File: src/rtl/branch_pc_unit.sv
// Program counter and next-PC selection for the 16-bit MIPS datapath.
// Resolves ID-stage branches and jumps, squashes the wrong-path ID slot, and counts redirects.
module branch_pc_unit #(
  parameter int              PC_W     = 16,
  parameter logic [PC_W-1:0] RESET_PC = '0,
  parameter int              CNT_W    = 16
) (
  input  logic             clk_i,
  input  logic             rst_i,
  input  logic             stall_i,
  input  logic             halt_i,
  input  logic             is_branch_i,
  input  logic             is_equal_i,
  input  logic             is_jump_i,
  input  logic [PC_W-1:0]  id_pc_i,
  input  logic [PC_W-1:0]  branch_off_i,
  input  logic [PC_W-1:0]  jump_target_i,
  output logic [PC_W-1:0]  pc_o,
  output logic [PC_W-1:0]  pc_plus1_o,
  output logic             flush_o,
  output logic             halted_o,
  output logic [CNT_W-1:0] taken_count_o
);

  typedef enum logic [1:0] {
    S_RUN      = 2'd0,
    S_REDIRECT = 2'd1,
    S_HALT     = 2'd2
  } state_t;

  state_t           state_q, state_d;
  logic [PC_W-1:0]  pc_q, pc_d;
  logic [CNT_W-1:0] cnt_q, cnt_d;
  logic             flush_q, flush_d;
  logic             halted_q, halted_d;
  logic [PC_W-1:0]  pc_plus1;
  logic [PC_W-1:0]  branch_tgt;

  assign pc_plus1   = pc_q + PC_W'(1);
  assign branch_tgt = id_pc_i + PC_W'(1) + branch_off_i;

  always_comb begin
    state_d = state_q;
    pc_d    = pc_q;
    cnt_d   = cnt_q;
    unique case (state_q)
      S_RUN: begin
        if (!stall_i) begin
          if (is_jump_i) begin
            pc_d    = jump_target_i;
            state_d = S_REDIRECT;
          end else if (is_branch_i && is_equal_i) begin
            pc_d    = branch_tgt;
            state_d = S_REDIRECT;
          end else if (halt_i) begin
            state_d = S_HALT;
          end else begin
            pc_d = pc_plus1;
          end
        end
      end
      // Control inputs here belong to the squashed instruction, so only stall matters.
      S_REDIRECT: begin
        if (!stall_i) begin
          pc_d    = pc_plus1;
          state_d = S_RUN;
        end
      end
      S_HALT: begin
        state_d = S_HALT;
      end
      default: begin
        state_d = S_RUN;
      end
    endcase

    if ((state_q == S_RUN) && (state_d == S_REDIRECT) && !(&cnt_q)) begin
      cnt_d = cnt_q + CNT_W'(1);
    end

    flush_d  = (state_d == S_REDIRECT);
    halted_d = (state_d == S_HALT);
  end

  always_ff @(posedge clk_i or posedge rst_i) begin
    if (rst_i) begin
      state_q  <= S_RUN;
      pc_q     <= RESET_PC;
      cnt_q    <= '0;
      flush_q  <= 1'b0;
      halted_q <= 1'b0;
    end else begin
      state_q  <= state_d;
      pc_q     <= pc_d;
      cnt_q    <= cnt_d;
      flush_q  <= flush_d;
      halted_q <= halted_d;
    end
  end

  assign pc_o          = pc_q;
  assign pc_plus1_o    = pc_plus1;
  assign flush_o       = flush_q;
  assign halted_o      = halted_q;
  assign taken_count_o = cnt_q;

endmodule

File: config.mk
export PLATFORM = sky130hd
export DESIGN_NAME = branch_pc_unit
export DESIGN_NICKNAME = d
export VERILOG_FILES = /design/src/rtl/branch_pc_unit.sv
export SDC_FILE = /design/constraint.sdc
export NUM_CORES = 1
export LEC_CHECK = 0
export ABC_CLOCK_PERIOD_IN_PS = 2600
export BUFFER_PORTS_ARGS = -buffer_cell sky130_fd_sc_hd__buf_2
export CELL_PAD_IN_SITES_DETAIL_PLACEMENT = 1
export CELL_PAD_IN_SITES_GLOBAL_PLACEMENT = 2
export CORE_ASPECT_RATIO = 1.4
export CORE_MARGIN = 3
export CORE_UTILIZATION = 29
export DETAILED_ROUTE_END_ITERATION = 10
export GPL_TIMING_DRIVEN = 1
export PLACE_DENSITY_LB_ADDON = 0.15
export SKIP_CTS_REPAIR_TIMING = 1
export SYNTH_ARGS = -nofsm -noshare
export SYNTH_HDL_FRONTEND = slang
export SYNTH_SLANG_ARGS = --single-unit
File: constraint.sdc
create_clock -name clk_i -period 2.6 [get_ports clk_i]
set_clock_uncertainty 0.15 [all_clocks]
set_input_delay 0.13 -clock clk_i [delete_from_list [all_inputs] [get_ports clk_i]]
set_output_delay 0.13 -clock clk_i [all_outputs]
set_load 0.005 [all_outputs]
* Word level (Yosys, flattened, before mapping)
Cells that the tools add are included.
** Word-level totals
- Flip-flop bits (word level) :: 36
- Bits of input ports :: 55
- Logic and storage cells :: 36
** Cells by class
- Add/subtract/negate cells :: 4
- Equal/unequal tests :: 7
- Mux-type cells :: 12
- Reductions and logical operators :: 8
** Operator list (count)
- 16-bit two-way mux :: 5
- 16-bit by 1-bit adder with 16-bit output (second input constant) :: 3
- 16-bit case mux with 2 select lines :: 1
- 16-bit adder :: 1
- 16-bit AND reduction :: 1
- 2-bit two-way mux :: 5
- 2-bit case mux with 3 select lines :: 1
- 2-bit by 1-bit == test with 1-bit output (second input constant) :: 2
- 2-bit == test (second input constant) :: 2
- 2-bit inequality test (second input constant) :: 2
- 4-bit inequality test (second input constant) :: 1
- 4-bit AND reduction :: 1
- 1-bit logical AND :: 3
- 2-bit logical NOT :: 1
- 2-bit nonzero test :: 1
- 1-bit logical NOT :: 1

* Logic depth before layout (Yosys ltp)
Gate-level depths: netlist (run 1).
- Depth after elaboration :: 8
- Mapped depth :: 10

* Least setup slack after synthesis (run 1)
Ideal clock, no wire load.
- Path type :: input-to-reg
- From :: in id_pc_i[0]
- To :: reg pc_q[10] (netlist: pc_o[10])
- Setup time :: 126 ps
- Data arrival time :: 1897 ps
- Required time :: 2324 ps
- Slack :: 427 ps
- Stages on the path :: 10
- Path buffers :: 0
- Path through :: inv_1 ha_1 inv_1 fa_1 a21o_1 a221oi_2 nor2_1 o221ai_1 xnor2_1 a221o_1
** Between the ends
- Longest elaborated chain between the ends :: 6
** RTL lines
- start: declaration :: line 15 : input logic [PC_W-1:0] id_pc_i,
- 16-bit by 1-bit adder with 16-bit output :: line 40 : assign branch_tgt = id_pc_i + PC_W'(1) + branch_off_i;
- 16-bit adder :: line 40
- 16-bit two-way mux :: line 52 : end else if (is_branch_i && is_equal_i) begin
- 16-bit two-way mux :: line 49 : if (is_jump_i) begin
- 16-bit two-way mux :: line 48 : if (!stall_i) begin
- 16-bit case mux with 2 select lines :: line 46 : unique case (state_q)
- end signal: assignment :: line 94 : pc_q <= pc_d;
- end: declaration :: line 32 : logic [PC_W-1:0] pc_q, pc_d;
Every way passes these cells. The select of a mux whose other input is x is not followed.
A chain may end at the register's enable or synchronous reset.

* Worst setup path after layout (run 1)
- From :: reg pc_q[4] (netlist: pc_o[4])
- To :: out pc_plus1_o[15]
** Between the ends
- Longest elaborated chain between the ends :: 1
** RTL lines
- 16-bit by 1-bit adder with 16-bit output :: line 39 : assign pc_plus1 = pc_q + PC_W'(1);
- end: declaration :: line 19 : output logic [PC_W-1:0] pc_plus1_o,
Every way passes these cells.

==> flow_summary.json, run 1 <==
{
  "antenna_left": 0,
  "cp.required_ns": 2.32,
  "fp.dieW_um": 90.4,
  "outcome": "finished clean",
  "cts.path.max_buffers": 2,
  "grt_setup_unrepaired": "no",
  "overflow": 0,
  "yosysTopAreaCellShare_pct": 31.2,
  "path_clk_slew_ns": 0.06,
  "finalCriticalPeriod_ns": 2.33,
  "critPathCaptureType": "output port",
  "stdcell_count": 581,
  "path_cells": "nand3_1, nor3_1, nand4_1, xnor2_1, buf_2",
  "cp_max_fo": 7,
  "p_leak_nw": 1.83,
  "arrival_ns": 2.05,
  "powerDensity_nw_per_um2": 809,
  "vias_per_cell": 5.22,
  "dp_hpwl_mm": 8.04,
  "coreArea_um2": 9560,
  "cp-start-kind": "register",
  "antenna_found_initial": 0,
  "drt_iter0_markers": 106,
  "synth_edf_count": 0,
  "synthTopCellsByArea": "dfrtp_1, xnor2_1, ha_1, a21oi_1, xor2_1",
  "fmaxAchievable_mhz": 429,
  "cts.sinks": 36,
  "synth_seq_cells": 36,
  "clockRootBuffer": "clkbuf_16",
  "hold_viol": 0,
  "cts_tree": "yes",
  "drive_above_1_share_pct": 30.3,
  "io_buffers": 104,
  "hp-class": "in -> reg",
  "ir_drop_mv": 0.336,
  "syn_nets": 404,
  "dpl_cell_area_um2": 3640,
  "antennaDiodeCount": 0,
  "synthCells": 331,
  "placementRows": 42,
  "syn_to_final_growth_pct": 32.0,
  "grt_pass1_wl_mm": 16.1,
  "synth.most_common_cell": "dfrtp_1",
  "fin_crit_sh_pct": 89.7,
  "ys_warn_count": 0,
  "die_height_um": 124,
  "routabilityCongestion": 0.821,
  "relSlewSlack_pct": 67.4,
  "vias": 3031,
  "stdcell_area_um2": 3820,
  "multi_input_area_um2": 1880,
  "wire_per_inst_um": 17.2,
  "maxCapViolCount": 0,
  "whs_ns": 0.0106,
  "worstSkewPairLatency_ns": 0.28,
  "cts_buffers": 5,
  "worst-setup-path-type": "reg -> out",
  "synth.cells.most_frequent": "dfrtp_1, nand2_1, xnor2_1, a21oi_1, nor2_1",
  "cp_slowest_cell": "dfrtp_1",
  "wl_mm": 9.97,
  "fp.dieArea_um2": 11200,
  "regArea_um2": 901,
  "tns_ns": 0,
  "fillers": 1195,
  "slowest_delay_ns": 0.49,
  "nets": 521,
  "firstDrtPassIters": 4,
  "synth_area_leader_cell": "dfrtp_1",
  "setup_violations": 0,
  "ys_seq_area_share_pct": 31.2,
  "tightest_slew_ns": 0.488,
  "synth.distinct_cells": 62,
  "synth_area_um2": 2890,
  "initial_utilization_pct": 30.2,
  "ios": 105,
  "track_usage_pct": 18.2,
  "async_flop_share_pct": 100,
  "place_inst": 572,
  "final_max_slew_viol_count": 0,
  "drc": 0,
  "synth_area_per_cell_um2": 8.74,
  "htreeDepth": 2,
  "grt_pass1_vias": 3155,
  "grt_max_degree": 37,
  "ys.flop_type": "dfrtp_1"
}
==> logic make-up after synthesis <==
family | after synthesis | synth area share (%)
AO/OA/AOI/OAI | 97 | 23.5
XOR/XNOR | 39 | 12.1
adder cells (fa/ha/maj) | 18 | 8.05
buffers and inverters | 26 | 3.72
flip-flops | 36 | 31.2
multiplexers | 3 | 1.08
AND/OR/NAND/NOR | 112 | 20.5
==> state kept, by name, indices dropped and copies added, names as in the netlist <==
name           flops
pc_o              16
taken_count_o     16
state_q            2
flush_o            1
halted_o           1
==> final cells by class <==
cell class                 instances  area share [%]
multi-input combinational        269            49.3
sequential                        36            23.6
clock buffer                       6            3.38
tap                              132            4.33
clock inverter                     2           0.918
inverter                          16            1.57
timing repair buffer             120            16.9
==> placed cells by master, fill, tap and decap left out, types with 12 or more instances in the layout <==
cell type	count
o21ai_0	14
ha_1	17
inv_1	16
xor2_1	12
nand2_1	26
xnor2_1	26
nor2_1	22
dfrtp_1	36
buf_2	104
a21oi_1	24
buf_4	15
nand3_1	13
==> routing by layer <==
metal,GRT usage [%],vias up,part of all wire [%]
li1,-,1468,-
met1,20.2,1467,41
met2,35.3,81,53
met3,2.72,15,3.9
met4,6.03,0,2.2
met5,0,-,0
==> stage by stage <==
| stage | util [%] | power [mW] | setup slack, ns |
|---|---|---|---|
| 2_1_floorplan | - | 1.74 | 0.427 |
| 3_3_place_gp | 38.1 | 2.40 | 0.129 |
| 3_5_place_dp | 38.1 | 2.42 | 0.0658 |
| 4_1_cts | 39.8 | 3.13 | 0.264 |
| 5_1_grt | 39.9 | 3.36 | 0.135 |
| 6_report | 39.9 | 3.09 | 0.268 |
==> worst max-delay path, delay by kind of cell (launching register included) <==
family | cells | cell delay [ns]
AND/OR/NAND/NOR | 3 | 0.87
XOR/XNOR | 1 | 0.25
flip-flops | 1 | 0.49
buffers and inverters | 1 | 0.15
==> worst paths after layout <==
kind / slack, ns / depth (start not counted) / endpoint / startpoint
hold reg to reg: 0.33 / 1 / taken_count_o[3] / taken_count_o[3]
setup reg to reg: 0.35 / 6 / pc_o[15] / pc_o[4]
min in group asynchronous: 0.36 / 4 / halted_o / rst_i
setup / recovery: 0.27 / 5 / pc_plus1_o[15] / pc_o[4]
max in group asynchronous: 1.61 / 4 / pc_o[4] / rst_i
hold / removal: 0.01 / 3 / pc_o[7] / jump_target_i[7]
==> power breakdown <==
part / switching [mW] / total (mW) / internal [mW] / leakage (nW)
combinational: 0.705 / 1.36 / 0.659 / 1.29
sequential: 0.298 / 1.04 / 0.740 / 0.457
clock: 0.237 / 0.688 / 0.451 / 0.0808
total: 1.24 / 3.09 / 1.85 / 1.83
No activity file was read; power rests on OpenSTA's default activity.
==> run 2, diff against run 1 <==
CTS_BUF_LIST = sky130_fd_sc_hd__clkbuf_4   (was default)
PLACE_DENSITY = 0.81   (was default)
PLACE_DENSITY_LB_ADDON = default   (was 0.15)
SLEW_MARGIN = 20   (was default)
==> run 2 against run 1 <==
  * Sequential share of layout area rose by 0.23 points
  * Critical path depth fell by 1
  * Global-route usage fell by 0.46 points
  * Core utilization fell by 0.38 points
  * Non-clock buffer count rose by 4
  * Critical path type unchanged
  * Largest power group unchanged
==> flow_summary.json, run 2 (synthesis results as in run 1) <==
{
  "outcome": "finished clean",
  "syn_to_final_growth_pct": 30.7,
  "wl_mm": 10.2,
  "cp_top_family": "simple AND/OR/NAND/NOR gates",
  "placementRows": 42,
  "final_max_slew_viol_count": 0,
  "antenna_left": 0,
  "overflow": 0,
  "relSlewSlack_pct": 64.0,
  "powerDensity_nw_per_um2": 743,
  "grt_pass1_wl_mm": 15.8,
  "drive_above_1_share_pct": 29.6,
  "cts_tree": "yes",
  "grt_max_degree": 37,
  "grt_setup_unrepaired": "no",
  "firstDrtPassIters": 4,
  "cp.required_ns": 2.32,
  "antennaDiodeCount": 0,
  "vias": 3084,
  "path_cells": "nand3_2, or4b_1, xnor2_2, buf_2",
  "coreArea_um2": 9560,
  "hold_viol": 0,
  "cts_buffers": 5,
  "wire_per_inst_um": 17.4,
  "p_leak_nw": 1.81,
  "layout.cells.most_common": "buf_2",
  "dp_hpwl_mm": 7.98,
  "finalCriticalPeriod_ns": 2.46,
  "worst-setup-path-type": "reg -> out",
  "clockRootBuffer": "clkbuf_4",
  "cts.sinks": 36,
  "slowest_delay_ns": 0.66,
  "tightest_slew_ns": 0.535,
  "vias_per_cell": 5.27,
  "grt_pass1_vias": 3096,
  "ios": 105,
  "die_height_um": 124,
  "place_inst": 569,
  "setup_violations": 0,
  "drc": 0,
  "maxCapViolCount": 0,
  "tns_ns": 0,
  "antenna_found_initial": 0,
  "htreeDepth": 2,
  "final_cell_mix": "buf_2, dfrtp_1, nand2_1, xnor2_1, a21oi_1",
  "stdcell_count": 585,
  "track_usage_pct": 17.7,
  "io_buffers": 104,
  "hp-class": "in -> reg",
  "nets": 525,
  "arrival_ns": 2.18,
  "fmaxAchievable_mhz": 406,
  "critPathCaptureType": "output port",
  "ir_drop_mv": 0.254,
  "cp-start-kind": "register",
  "routabilityCongestion": 0.829,
  "whs_ns": 0.0231,
  "fp.dieW_um": 90.4,
  "cp_slowest_cell": "or4b_1",
  "drt_iter0_markers": 91,
  "fp.dieArea_um2": 11200,
  "worstSkewPairLatency_ns": 0.36,
  "crit_buf_inv": 1,
  "fillers": 1212,
  "initial_utilization_pct": 30.2,
  "path_clk_slew_ns": 0.13,
  "cts.path.max_buffers": 2,
  "fin_crit_sh_pct": 94.8,
  "cp_max_fo": 8
}
[run 2: path summary, 6_finish.rpt]
path / start / slack [ns] / cells past startpoint / end
max in group asynchronous: rst_i / 1.69 / 4 / taken_count_o[11]
max: pc_o[2] / 0.14 / 4 / pc_plus1_o[13]
max reg2reg: pc_o[2] / 0.39 / 5 / pc_o[13]
min reg2reg: taken_count_o[15] / 0.34 / 1 / taken_count_o[15]
min: jump_target_i[13] / 0.02 / 5 / pc_o[13]
min in group asynchronous: rst_i / 0.26 / 4 / taken_count_o[10]
[run 2: where the power goes]
group          total [mW]  switching [mW]  internal (mW)
Clock               0.417           0.216          0.200
Combinational        1.35           0.700          0.650
Sequential           1.04           0.304          0.737
Total                2.81            1.22           1.59
[run 2: layer usage]
metal  up-vias  global-route usage [%]  share of wire (%)
li1       1482                       -                  -
met5         -                       0                  0
met2        69                    34.1                 55
met3         7                    2.72                3.7
met4         0                    4.60                1.4
met1      1526                    20.4                 40
[run 2: stage by stage]
stage | setup WS (ns) | util (%) | instance area [um2] | power [mW]
after detailed placement | 0.118 | 37.8 | 3620 | 2.40
after floorplan | 0.427 | - | 2890 | 1.74
after global placement | 0.145 | 37.8 | 3620 | 2.37
after global routing | 0.0123 | 39.5 | 3780 | 3.05
final | 0.136 | 39.5 | 3780 | 2.81
after CTS | 0.116 | 38.7 | 3700 | 2.84
[run 2: worst register-to-register path: stages (launching register included)]
cell and delay [ns]:
dfrtp_1 0.53, nand3_2 0.25, or4b_1 0.66, xnor2_2 0.23
o21ai_0 0.11, o31ai_1 0.19
[run 2: cell type report]
| cell class | instances | area, um2 | share of cell area [%] |
|---|---|---|---|
| inverter | 16 | 60.1 | 1.59 |
| tap | 132 | 165 | 4.37 |
| sequential | 36 | 901 | 23.8 |
| clock buffer | 5 | 37.5 | 0.993 |
| multi-input combinational | 269 | 1880 | 49.8 |
| clock inverter | 3 | 42.5 | 1.13 |
| timing repair buffer | 124 | 691 | 18.3 |
==> run 3, diff against run 2 <==
--- a/constraint.sdc
+++ b/constraint.sdc
@@ -3,3 +3,3 @@
 set_input_delay 0.13 -clock clk_i [delete_from_list [all_inputs] [get_ports clk_i]]
 set_output_delay 0.13 -clock clk_i [all_outputs]
-set_load 0.005 [all_outputs]
+set_load 0.05 [all_outputs]
==> run 3 against run 2 <==
  * Largest power group unchanged
  * Critical endpoint is now pc_plus1_o[12]
  * Design area up 1.2%
  * Maximum frequency up 0.65%
  * Flip-flop and latch count unchanged
  * Register-to-register slack better by 0.02 ns
  * Largest cell class unchanged
  * Critical path depth up 2
  * Highest routed layer unchanged
  * Clock power down 24%
  * Sequential share of layout area down 0.22 points
  * Clock-buffer cell count up 2
  * Combinational power up 85%
  * Die area unchanged
  * Worst setup slack better by 0.016 ns
  * Critical path type unchanged
==> flow_summary.json, run 3 (synthesis results as in run 1) <==
{
  "grt_pass1_wl_mm": 16.2,
  "drive_above_1_share_pct": 31.9,
  "stdcell_count": 586,
  "antenna_left": 0,
  "dp_hpwl_mm": 8.10,
  "clockRootBuffer": "clkbuf_4",
  "power_mw": 3.89,
  "initial_utilization_pct": 30.2,
  "coreArea_um2": 9560,
  "io_buffers": 104,
  "cts.sinks": 36,
  "relSlewSlack_pct": 65.0,
  "cts_buffers": 5,
  "critPathCaptureType": "output port",
  "place_inst": 571,
  "fp.dieW_um": 90.4,
  "worst-setup-path-type": "reg -> out",
  "p_sw_mw": 2.33,
  "vias_per_cell": 5.25,
  "worstSkewPairLatency_ns": 0.34,
  "powerDensity_nw_per_um2": 1020,
  "ir_drop_mv": 0.515,
  "maxCapViolCount": 0,
  "dpl_cell_area_um2": 3680,
  "whs_ns": 0.0157,
  "fmaxAchievable_mhz": 408,
  "drt_iter0_markers": 97,
  "wl_mm": 10.1,
  "cp.required_ns": 2.32,
  "p_leak_nw": 1.83,
  "fp.dieArea_um2": 11200,
  "hp-class": "in -> reg",
  "drc": 0,
  "dpl_worst_slack_ns": 0.144,
  "layout.cells.most_common": "buf_2",
  "grt_pass1_vias": 3226,
  "htreeDepth": 2,
  "nets": 526,
  "tns_ns": 0,
  "firstDrtPassIters": 4,
  "syn_to_final_growth_pct": 32.3,
  "antennaDiodeCount": 0,
  "final_cell_mix": "buf_2, dfrtp_1, nand2_1",
  "cts_tree": "yes",
  "wire_per_inst_um": 17.3,
  "track_usage_pct": 17.9,
  "stdcell_area_um2": 3830,
  "tightest_slew_ns": 0.525,
  "combPwrFrac_pct": 64.4,
  "ios": 105,
  "grt_max_degree": 37,
  "cp_max_fo": 6,
  "hold_viol": 0,
  "arrival_ns": 2.17,
  "power.internal_mw": 1.56,
  "fin_crit_sh_pct": 94.2,
  "final_max_slew_viol_count": 0,
  "die_height_um": 124,
  "clock_power_share_pct": 8.2,
  "cp-start-kind": "register",
  "antenna_found_initial": 0,
  "routabilityCongestion": 0.876,
  "finalCriticalPeriod_ns": 2.45,
  "cts.path.max_buffers": 2,
  "final_core_util_pct": 40.0,
  "setup_ws_ns": 0.152,
  "swShare_pct": 59.9,
  "outcome": "finished clean",
  "grt_setup_unrepaired": "no",
  "setup_violations": 0,
  "placementRows": 42,
  "vias": 3079,
  "pwr-share-seq_pct": 27.4,
  "overflow": 0,
  "path_clk_slew_ns": 0.12
}
==> run 3: cell types whose count changed in the layout (fill, tap and decap cells not counted), moves of 2 or more <==
| cell | delta |
|---|---|
| buf_4 | +2 |
| clkbuf_4 | +2 |
| dfrtp_1 | -2 |
| dfrtp_2 | +2 |
| xnor2_1 | -3 |
| xnor2_2 | +2 |
| xor2_1 | -2 |
| xor2_2 | +2 |
==> run 3: layout make-up <==
type | instances | area [um2]
clock inverter | 1 | 3.75
timing repair buffer | 125 | 696
fill | 1215 | 5740
tap | 132 | 165
multi-input combinational | 269 | 1950
inverter | 16 | 60.1
sequential | 36 | 903
clock buffer | 7 | 52.6
==> run 3: layer usage <==
layer	wire length, um	global-route usage (%)
met5	0	0
met4	263	6.13
met3	431	2.54
met2	5350	34.1
met1	4090	20.5
==> run 3: worst max-delay path, stage by stage (launching register included) <==
cell and delay, ns:
dfrtp_1 0.44, ha_1 0.31, nand3_2 0.21, nor4_1 0.28, buf_4 0.18, xor2_2 0.12, buf_2 0.29
==> run 3: path summary, 6_finish.rpt <==
| check | from | to | slack, ns | cells past startpoint |
|---|---|---|---|---|
| max | pc_o[0] | pc_plus1_o[12] | 0.15 | 6 |
| min | stall_i | state_q[0] | 0.02 | 3 |
| max reg2reg | pc_o[0] | pc_o[14] | 0.41 | 7 |
| min reg2reg | taken_count_o[14] | taken_count_o[14] | 0.35 | 1 |
| max in group asynchronous | rst_i | pc_o[3] | 1.65 | 4 |
| min in group asynchronous | rst_i | pc_o[4] | 0.29 | 4 |
==> run 3: power by group through the flow <==
stage | registers [mW] | logic (mW) | clock network [mW]
after floorplan | 1.59 | 1.30 | 0
after global placement | 1.06 | 2.47 | 0
after detailed placement | 1.07 | 2.50 | 0
after CTS | 1.06 | 2.51 | 0.336
after global routing | 1.11 | 2.67 | 0.360
final | 1.07 | 2.50 | 0.318
